`config.mk`:
```
export PLATFORM = sky130hd
export DESIGN_NAME = pc_gen
export DESIGN_NICKNAME = d
export VERILOG_FILES = /design/src/rtl/rv32i_pkg.sv /design/src/rtl/pc_ras.sv /design/src/rtl/pc_gen.sv
export SDC_FILE = /design/constraint.sdc
export NUM_CORES = 1
export LEC_CHECK = 0
export CORE_ASPECT_RATIO = 0.6
export CORE_MARGIN = 2
export CORE_UTILIZATION = 43
export CTS_CLUSTER_SIZE = 40
export DETAILED_ROUTE_END_ITERATION = 8
export GPL_TIMING_DRIVEN = 0
export PLACE_DENSITY = 0.81
export SKIP_CTS_REPAIR_TIMING = 1
export SYNTH_ARGS = -nofsm -noshare
export SYNTH_HDL_FRONTEND = slang
export SYNTH_SLANG_ARGS = --single-unit
```
`constraint.sdc`:
```
create_clock -name clk_i -period 2.3 [get_ports clk_i]
set_input_delay 0.46 -clock clk_i [delete_from_list [all_inputs] [get_ports clk_i]]
set_output_delay 0.46 -clock clk_i [all_outputs]
set_load 0.02 [all_outputs]
```
`src/rtl/rv32i_pkg.sv`:
```
// rv32i_pkg
// Shared definitions for the fetch-side PC generator.
//   pc_state_e    : PC generator FSM states (BOOT, RUN, HALT)
//   npc_sel_e     : next-PC source select, one value per candidate source
//   is_misaligned : true when a target address is not word aligned
package rv32i_pkg;

    typedef enum logic [1:0] {
        BOOT = 2'd0,
        RUN  = 2'd1,
        HALT = 2'd2
    } pc_state_e;

    typedef enum logic [2:0] {
        NPC_HOLD     = 3'd0,
        NPC_SEQ      = 3'd1,
        NPC_RAS      = 3'd2,
        NPC_REDIRECT = 3'd3,
        NPC_TRAP     = 3'd4
    } npc_sel_e;

    // Only the two low address bits decide word alignment.
    function automatic logic is_misaligned(input logic [1:0] lsbs);
        return lsbs != 2'b00;
    endfunction

endpackage

```
`src/rtl/pc_ras.sv`:
```
// pc_ras
// Circular return-address stack.  A push when full overwrites the oldest
// entry, so the count saturates at DEPTH.  A simultaneous push and pop
// replaces the top entry in place and leaves the count unchanged.
// Ports:
//   clk_i     : clock, rising edge
//   rst_n     : asynchronous active-low reset (clears pointer and count)
//   push      : write push_data as the new top
//   pop       : discard the top entry (ignored when empty)
//   push_data : return address to push
//   top       : current top entry (undefined when empty)
//   empty     : no valid entries
module pc_ras
    import rv32i_pkg::*;
#(
    parameter int unsigned XLEN  = 32,
    parameter int unsigned DEPTH = 4
) (
    input  logic            clk_i,
    input  logic            rst_n,
    input  logic            push,
    input  logic            pop,
    input  logic [XLEN-1:0] push_data,
    output logic [XLEN-1:0] top,
    output logic            empty
);

    localparam int unsigned PTR_W = $clog2(DEPTH);
    localparam int unsigned CNT_W = $clog2(DEPTH + 1);

    logic [XLEN-1:0]  mem [DEPTH];
    logic [PTR_W-1:0] wr_ptr;
    logic [PTR_W-1:0] top_ptr;
    logic [CNT_W-1:0] count;
    logic             do_pop;

    // wr_ptr is the next free slot; the top entry sits just below it and
    // the pointer wraps naturally because DEPTH is a power of two.
    assign top_ptr = wr_ptr - PTR_W'(1);
    assign top     = mem[top_ptr];
    assign empty   = (count == '0);
    assign do_pop  = pop && !empty;

    // Storage carries no reset; the count alone says which entries are live.
    always_ff @(posedge clk_i) begin
        if (push) begin
            if (do_pop) begin
                mem[top_ptr] <= push_data;
            end else begin
                mem[wr_ptr] <= push_data;
            end
        end
    end

    // Pointer and occupancy bookkeeping.  Push-and-pop together is a
    // replace, so neither pointer nor count moves.
    always_ff @(posedge clk_i or negedge rst_n) begin
        if (!rst_n) begin
            wr_ptr <= '0;
            count  <= '0;
        end else if (push && do_pop) begin
            wr_ptr <= wr_ptr;
            count  <= count;
        end else if (push) begin
            wr_ptr <= wr_ptr + PTR_W'(1);
            if (count != CNT_W'(DEPTH)) begin
                count <= count + CNT_W'(1);
            end
        end else if (do_pop) begin
            wr_ptr <= top_ptr;
            count  <= count - CNT_W'(1);
        end
    end

endmodule

```
`src/rtl/pc_gen.sv`:
```
// pc_gen
// Fetch program-counter generator with a BOOT/RUN/HALT control FSM.
// Next-PC priority: trap, redirect, RAS-predicted return, sequential.
// Misaligned trap/redirect targets are rejected: the PC holds and
// misalign_o pulses for one cycle.
// Optional feature: define PC_GEN_RAS_EN to build in the return address
// stack (pc_ras); without it call_i/ret_i are ignored.
// Ports:
//   clk_i, rst_n                    : clock, asynchronous active-low reset
//   fetch_ready_i                   : fetch accepts pc_o this cycle
//   redirect_valid_i, redirect_pc_i : execute-stage correction
//   trap_valid_i, trap_vec_i        : trap entry and handler address
//   halt_i, wake_i                  : WFI/halt request, interrupt wake-up
//   call_i, ret_i                   : predecode call/return marks
//   pc_o, pc_valid_o                : fetch PC and its valid flag
//   misalign_o                      : rejected misaligned target pulse
module pc_gen
    import rv32i_pkg::*;
#(
    parameter int unsigned     XLEN      = 32,
    parameter logic [XLEN-1:0] RESET_VEC = '0,
    parameter int unsigned     INC       = 4,
    parameter int unsigned     RAS_DEPTH = 4
) (
    input  logic            clk_i,
    input  logic            rst_n,
    input  logic            fetch_ready_i,
    input  logic            redirect_valid_i,
    input  logic [XLEN-1:0] redirect_pc_i,
    input  logic            trap_valid_i,
    input  logic [XLEN-1:0] trap_vec_i,
    input  logic            halt_i,
    input  logic            wake_i,
    input  logic            call_i,
    input  logic            ret_i,
    output logic [XLEN-1:0] pc_o,
    output logic            pc_valid_o,
    output logic            misalign_o
);

    localparam logic [XLEN-1:0] INC_W = XLEN'(INC);

    pc_state_e       state_q;
    pc_state_e       state_d;
    npc_sel_e        npc_sel;
    logic [XLEN-1:0] pc_q;
    logic [XLEN-1:0] pc_d;
    logic [XLEN-1:0] pc_seq;
    logic            misalign_q;
    logic            misalign_d;
    logic            handshake;
    logic            ras_push;
    logic            ras_pop;
    logic [XLEN-1:0] ras_top;
    logic            ras_empty;

    assign pc_seq     = pc_q + INC_W;
    assign pc_valid_o = (state_q == RUN);
    assign handshake  = pc_valid_o && fetch_ready_i;
    assign pc_o       = pc_q;
    assign misalign_o = misalign_q;

`ifdef PC_GEN_RAS_EN
    pc_ras #(
        .XLEN  (XLEN),
        .DEPTH (RAS_DEPTH)
    ) u_ras (
        .clk_i     (clk_i),
        .rst_n     (rst_n),
        .push      (ras_push),
        .pop       (ras_pop),
        .push_data (pc_seq),
        .top       (ras_top),
        .empty     (ras_empty)
    );
`else
    logic unused_pred;

    assign ras_top     = '0;
    assign ras_empty   = 1'b1;
    assign unused_pred = ^{call_i, ret_i, ras_push, ras_pop, RAS_DEPTH[0]};
`endif

    // Next-state and next-PC source.  A trap outranks everything and also
    // wakes a halted core; a halt request freezes the PC for that cycle.
    // Call/return prediction only acts on a plain handshake cycle.
    always_comb begin
        state_d    = state_q;
        npc_sel    = NPC_HOLD;
        misalign_d = 1'b0;
        ras_push   = 1'b0;
        ras_pop    = 1'b0;
        case (state_q)
            BOOT: begin
                state_d = RUN;
            end
            RUN, HALT: begin
                if (trap_valid_i) begin
                    state_d = RUN;
                    if (is_misaligned(trap_vec_i[1:0])) begin
                        misalign_d = 1'b1;
                    end else begin
                        npc_sel = NPC_TRAP;
                    end
                end else begin
                    if (redirect_valid_i) begin
                        if (is_misaligned(redirect_pc_i[1:0])) begin
                            misalign_d = 1'b1;
                        end else begin
                            npc_sel = NPC_REDIRECT;
                        end
                    end
                    if (state_q == RUN && halt_i) begin
                        state_d = HALT;
                    end else if (state_q == HALT && wake_i) begin
                        state_d = RUN;
                    end else if (!redirect_valid_i && handshake) begin
                        npc_sel = NPC_SEQ;
`ifdef PC_GEN_RAS_EN
                        ras_push = call_i;
                        if (ret_i && !ras_empty) begin
                            ras_pop = 1'b1;
                            npc_sel = NPC_RAS;
                        end
`endif
                    end
                end
            end
            default: begin
                state_d = BOOT;
            end
        endcase
    end

    // Next-PC multiplexer.
    always_comb begin
        pc_d = pc_q;
        case (npc_sel)
            NPC_TRAP:     pc_d = trap_vec_i;
            NPC_REDIRECT: pc_d = redirect_pc_i;
            NPC_RAS:      pc_d = ras_top;
            NPC_SEQ:      pc_d = pc_seq;
            default:      pc_d = pc_q;
        endcase
    end

    // State, PC and misalign flag registers; reset drops any pending
    // redirect and restarts from RESET_VEC through BOOT.
    always_ff @(posedge clk_i or negedge rst_n) begin
        if (!rst_n) begin
            state_q    <= BOOT;
            pc_q       <= RESET_VEC;
            misalign_q <= 1'b0;
        end else begin
            state_q    <= state_d;
            pc_q       <= pc_d;
            misalign_q <= misalign_d;
        end
    end

endmodule

```
Word level (Yosys, flattened, before mapping)
Cells that the tools add are included.
Operators by class
  add/subtract/negate cells: 1
  order comparisons: 0
  $mul: 0
  equal/unequal tests: 7
  multiplexer cells: 18
  shifts and indexed selects: 0
  divide/modulo/power cells: 0
  bitwise logic cells: 0
  reductions and logical operators: 10
Operator list (count)
  $pmux W32 S4: 1
  $add A32 B3 Y32 const B: 1
  $mux W3: 6
  $mux W2: 5
  $eq A3 B2 Y1 const B: 2
  $mux W1: 5
  $logic_and A1 B1 Y1: 4
  $ne A4 B4 Y1 const B: 1
  $pmux W2 S2: 1
  $reduce_bool A2 Y1: 2
  $reduce_bool A4 Y1: 1
  $eq A3 B1 Y1 const B: 1
  $eq A3 B3 Y1 const B: 1
  $eq A2 B1 Y1 const B: 1
  $eq A2 B2 Y1 const B: 1
  $logic_not A2 Y1: 1
  $reduce_or A2 Y1: 1
  $logic_not A1 Y1: 1
Storage, ports and cells
  memories kept: 0
  word-level logic and storage cells: 39
  latch bits: 0
  bits in registers: 35
  input port bits: 73
  bits in read-only memories: 0
  memory bits (writable): 0
  output and inout bits: 34

Depth between registers and ports, before layout
  depth after elaboration: 10
  gate-level depth with buffers: 9
  mapped depth without buffers: 7

Worst setup path before layout
OpenSTA, ideal clock, no wires.
  kind: register -> register
  start: register state_q[1]
  end: register pc_q[15] (netlist: pc_o[15])
  arrival: 2.018 ns
  buffers on the path: 2
  data required time: 2.172 ns
  period minus slack after synthesis: 2.146 ns
  setup time: 0.128 ns
  cell stages (with the launch flop): 10
  setup slack: 0.154 ns
  cells stage by stage: dfrtp_1 inv_1 ha_1 and4bb_2 and3_1 clkbuf_1 buf_2 a31oi_1 a222oi_1 nor2_1
Between the ends
  word-level cells in the longest chain between the ends: 10
  elaborated cells on any way between the ends: 18
  classes of those cells: eq/ne (6); mux (6); reduce/logical (6)
RTL lines
  start, declared: line pc_gen.sv:43  | pc_state_e state_q;
  start signal, assigned: line pc_gen.sv:155  | state_q <= state_d;
  $eq A2 B1 Y1 (*): line pc_gen.sv:58  | assign pc_valid_o = (state_q == RUN);
  named net pc_valid_o: line pc_gen.sv:37  | output logic pc_valid_o,
  $logic_and A1 B1 Y1: line pc_gen.sv:59  | assign handshake = pc_valid_o && fetch_ready_i;
  $logic_and A1 B1 Y1: line pc_gen.sv:117  | end else if (!redirect_valid_i && handshake) begin
  $mux W3: line pc_gen.sv:117
  $mux W3: line pc_gen.sv:115  | end else if (state_q == HALT && wake_i) begin
  $mux W3: line pc_gen.sv:113  | if (state_q == RUN && halt_i) begin
  $mux W3: line pc_gen.sv:98  | if (trap_valid_i) begin
  $mux W3 (*): line pc_gen.sv:93  | case (state_q)
  $eq A3 B1 Y1, or another cell as far along: line pc_gen.sv:138  | case (npc_sel)
  $pmux W32 S4 / $reduce_bool A4 Y1 (equally long branches)
  end signal, assigned: line pc_gen.sv:156  | pc_q <= pc_d;
  end, declared: line pc_gen.sv:46  | logic [XLEN-1:0] pc_q;
The timed path passes the listed nets; every way through them passes the cells marked *.
A chain may end at the register's enable or synchronous reset.

Worst setup path after layout
  start: register state_q[0]
  end: register pc_q[16] (netlist: pc_o[16])
Between the ends
  word-level cells in the longest chain between the ends: 10
  elaborated cells on any way between the ends: 18
  classes of those cells: eq/ne (6); mux (6); reduce/logical (6)
RTL lines (line)
  $eq A2 B1 Y1: pc_gen.sv:58, pc_gen.sv:93, pc_gen.sv:113
  $logic_and A1 B1 Y1: pc_gen.sv:59
  $logic_and A1 B1 Y1: pc_gen.sv:117
  $mux W3: pc_gen.sv:117
  $mux W3: pc_gen.sv:115
  $mux W3: pc_gen.sv:113
  $mux W3: pc_gen.sv:98
  $mux W3 (*): pc_gen.sv:93
  $eq A3 B1 Y1, or another cell as far along: pc_gen.sv:138
  $pmux W32 S4 / $reduce_bool A4 Y1 (equally long branches)
Every way passes the cells marked *; elsewhere a longest branch is shown, timed or not.

==> flow_summary.json <==
{
  "cp.arrival_ps": 2390,
  "synth-compound-area-share_pct": 32.4,
  "core-area_sq_um": 5600,
  "drtPass1Iterations": 9,
  "fin_nets": 484,
  "yosys.area_share.adder_pct": 2.49,
  "die_area_sq_um": 6500,
  "postRouteWirelength_mm": 9.23,
  "busiest_layer": "met1",
  "cts-root-buf": "clkbuf_8",
  "area_delta_synth_final_pct": 54.2,
  "seq_area_frac_synth_pct": 34.8,
  "skew_ps": 7.13,
  "slew_headroom_pct": 46.3,
  "layout_commonest_cell": "clkdlybuf4s50_1",
  "worstPathMaxFanout": 10,
  "cts_inserted_buffers": 5,
  "fmax_mhz": 450,
  "cpLargestDelayFamily": "buffers and inverters",
  "end_kind": "flip-flop",
  "cap_violations": 0,
  "reg2reg_depth": 8,
  "slowest_delay_ps": 410,
  "cts_tree": "yes",
  "insertion_delay_ps": 300,
  "routabilityCongestion": 0.889,
  "synth_warnings": 0,
  "ys_types": 54,
  "vdd_drop_max_v": 0.000519,
  "grt_max_degree": 36,
  "drtAntennaViolNets": 0,
  "grtUsageMet2_pct": 41.3,
  "ys_seq_elements": 35,
  "p_leak_nw": 1.56,
  "layout_common_cells": "clkdlybuf4s50_1 (102), nor2_1 (34), dfrtp_1 (33), a21oi_1 (22), nand2_1 (21)",
  "outcome": "finished clean",
  "antenna_found_initial": 0,
  "p_sw_mw": 1.69,
  "grt_overflow": 0,
  "reg2reg_from": "state_q[0]$_DFFE_PN0P_",
  "clkSinkCount": 35,
  "setup_ws_ps": 75.3,
  "yosys.area_share.simple_pct": 25.3,
  "critPathSlowestCell": "dfrtp_1",
  "path_clk_slew_ps": 70,
  "post_drt_wl_per_cell_um": 19.0,
  "grt_pass1_vias": 2761,
  "worstSetupPathDepth": 8,
  "internal-power_mw": 2.18,
  "synth_top_family_by_area": "compound AO/OA/AOI/OAI gates",
  "use_met1_pct": 41.9,
  "vias": 3095,
  "power_density_nw_per_um2": 996,
  "worstSetupStartpoint": "state_q[0]$_DFFE_PN0P_",
  "dpl.hpwl_mm": 6.71,
  "p_clk_share_pct": 10.9,
  "pwr-share-seq_pct": 33.5,
  "crit_type": "flip-flop to flip-flop",
  "diodes": 0,
  "fin_crit_sh_pct": 96.7,
  "synth-edff-count": 0,
  "use_met3_pct": 7.10,
  "r2r-end": "pc_o[16]$_DFFE_PN0P_",
  "port_buffers": 104,
  "syn_nets": 370,
  "async_reset_ff_share_pct": 100,
  "clock_path_buffers": 2,
  "h-tree-depth": 2,
  "comb_power_share_pct": 55.6,
  "fp.dieH_um": 63.2,
  "synth.mux.area_fraction_pct": 0.398,
  "swShare_pct": 43.7,
  "first_iter_violations": 347,
  "initial_core_util_pct": 44.9,
  "netlist_area_sq_um": 2510,
  "drive_gt1_share_pct": 16.3,
  "pre_cts_slack_ps": -445,
  "fin_setup_tns_ps": 0,
  "grt_pass1_wl_mm": 14.2,
  "num_io_pins": 107,
  "die_w_um": 103,
  "setup_viol": 0,
  "hold_violations": 0,
  "drcViolationCount": 0,
  "rrSetupSlack_ps": 80,
  "hold_class": "input port to async pin",
  "std_cell_rows": 21,
  "tightest_slew_ps": 806,
  "grt_use_total_pct": 28.1,
  "crit_buf_inv": 3,
  "startpoint_type": "flip-flop",
  "synth_xor_area_share_pct": 0.348,
  "min_period_ps": 2220,
  "synth.avg_cell_area_sq_um": 8.61,
  "required_ps": 2460,
  "synthFlopType": "dfrtp_1",
  "crit_chain": "inv_1 -> ha_4 -> and2b_2 -> and3_1 -> buf_2 -> buf_4 -> a222oi_1 -> nor2_1",
  "via_per_inst": 6.38,
  "postSynthCellCount": 292,
  "slew_violations": 0
}
==> cell type report <==
| class | count | area, sq um |
|---|---|---|
| buffer | 16 | 110 |
| clock buffer | 6 | 72.6 |
| fill | 463 | 1720 |
| inverter | 7 | 26.3 |
| multi-input combinational | 232 | 1610 |
| sequential | 35 | 878 |
| tap | 80 | 100 |
| timing repair buffer | 109 | 1080 |
==> logic make-up after synthesis <==
family | Yosys count
simple gates | 118
compound gates | 107
flops | 35
buf+inv | 25
fa+ha+maj | 5
xor+xnor | 1
mux | 1
==> Yosys cell counts, types with 4 or more instances <==
master	count	area (sq um)
nand4_1	5	31.3
a211oi_1	4	30.0
nor2_1	34	128
clkbuf_1	7	26.3
a31oi_1	7	43.8
ha_1	5	62.6
and3_1	11	68.8
o221ai_1	5	43.8
a21oi_1	22	110
a222oi_1	7	70.1
nand3_1	18	90.1
nand2_1	21	78.8
buf_2	9	45.0
nor3_1	6	30.0
o221a_2	12	135
o21ai_0	10	50.1
o21a_1	4	30.0
a221oi_1	4	35.0
dfrtp_1	35	876
inv_1	7	26.3
==> worst max-delay path by stage <==
stage	endpoint
6_report	pc_o[16]$_DFFE_PN0P_
5_1_grt	pc_o[14]$_DFFE_PN0P_
4_1_cts	pc_o[20]$_DFFE_PN0P_
3_5_place_dp	pc_o[15]$_DFFE_PN0P_
3_3_place_gp	pc_o[13]$_DFFE_PN0P_
2_1_floorplan	pc_o[15]$_DFFE_PN0P_
==> registers in the layout (all words and copies together) (netlist names) <==
signal and count:
pc_o 32, state_q 2, misalign_o 1
==> power groups by stage <==
stage / registers (mW) / logic [mW] / clock network, mW
after floorplan: 1.48 / 0.836 / 0
after global placement: 1.25 / 1.94 / 0
after detailed placement: 1.27 / 1.98 / 0
after CTS: 1.27 / 1.99 / 0.420
after global routing: 1.33 / 2.32 / 0.450
final: 1.29 / 2.15 / 0.423
==> stage by stage <==
| stage | std cells | total power [mW] | instance area, sq um | utilization, % | hold WS (ps) |
|---|---|---|---|---|---|
| after detailed placement | 476 | 3.25 | 3650 | 65.2 | 495 |
| after floorplan | 292 | 2.32 | 2510 | - | 164 |
| after global placement | 476 | 3.19 | 3660 | 65.3 | 507 |
| final | 485 | 3.86 | 3880 | 69.3 | 255 |
| after global routing | 485 | 4.10 | 3880 | 69.3 | 318 |
| after CTS | 482 | 3.67 | 3720 | 66.5 | 284 |
==> per-layer routing <==
| metal | vias up | wire, um |
|---|---|---|
| li1 | 1383 | - |
| met1 | 1468 | 4000 |
| met2 | 230 | 3980 |
| met3 | 14 | 1150 |
| met4 | 0 | 97 |
| met5 | - | 0 |
No activity file was read; power rests on OpenSTA's default activity.
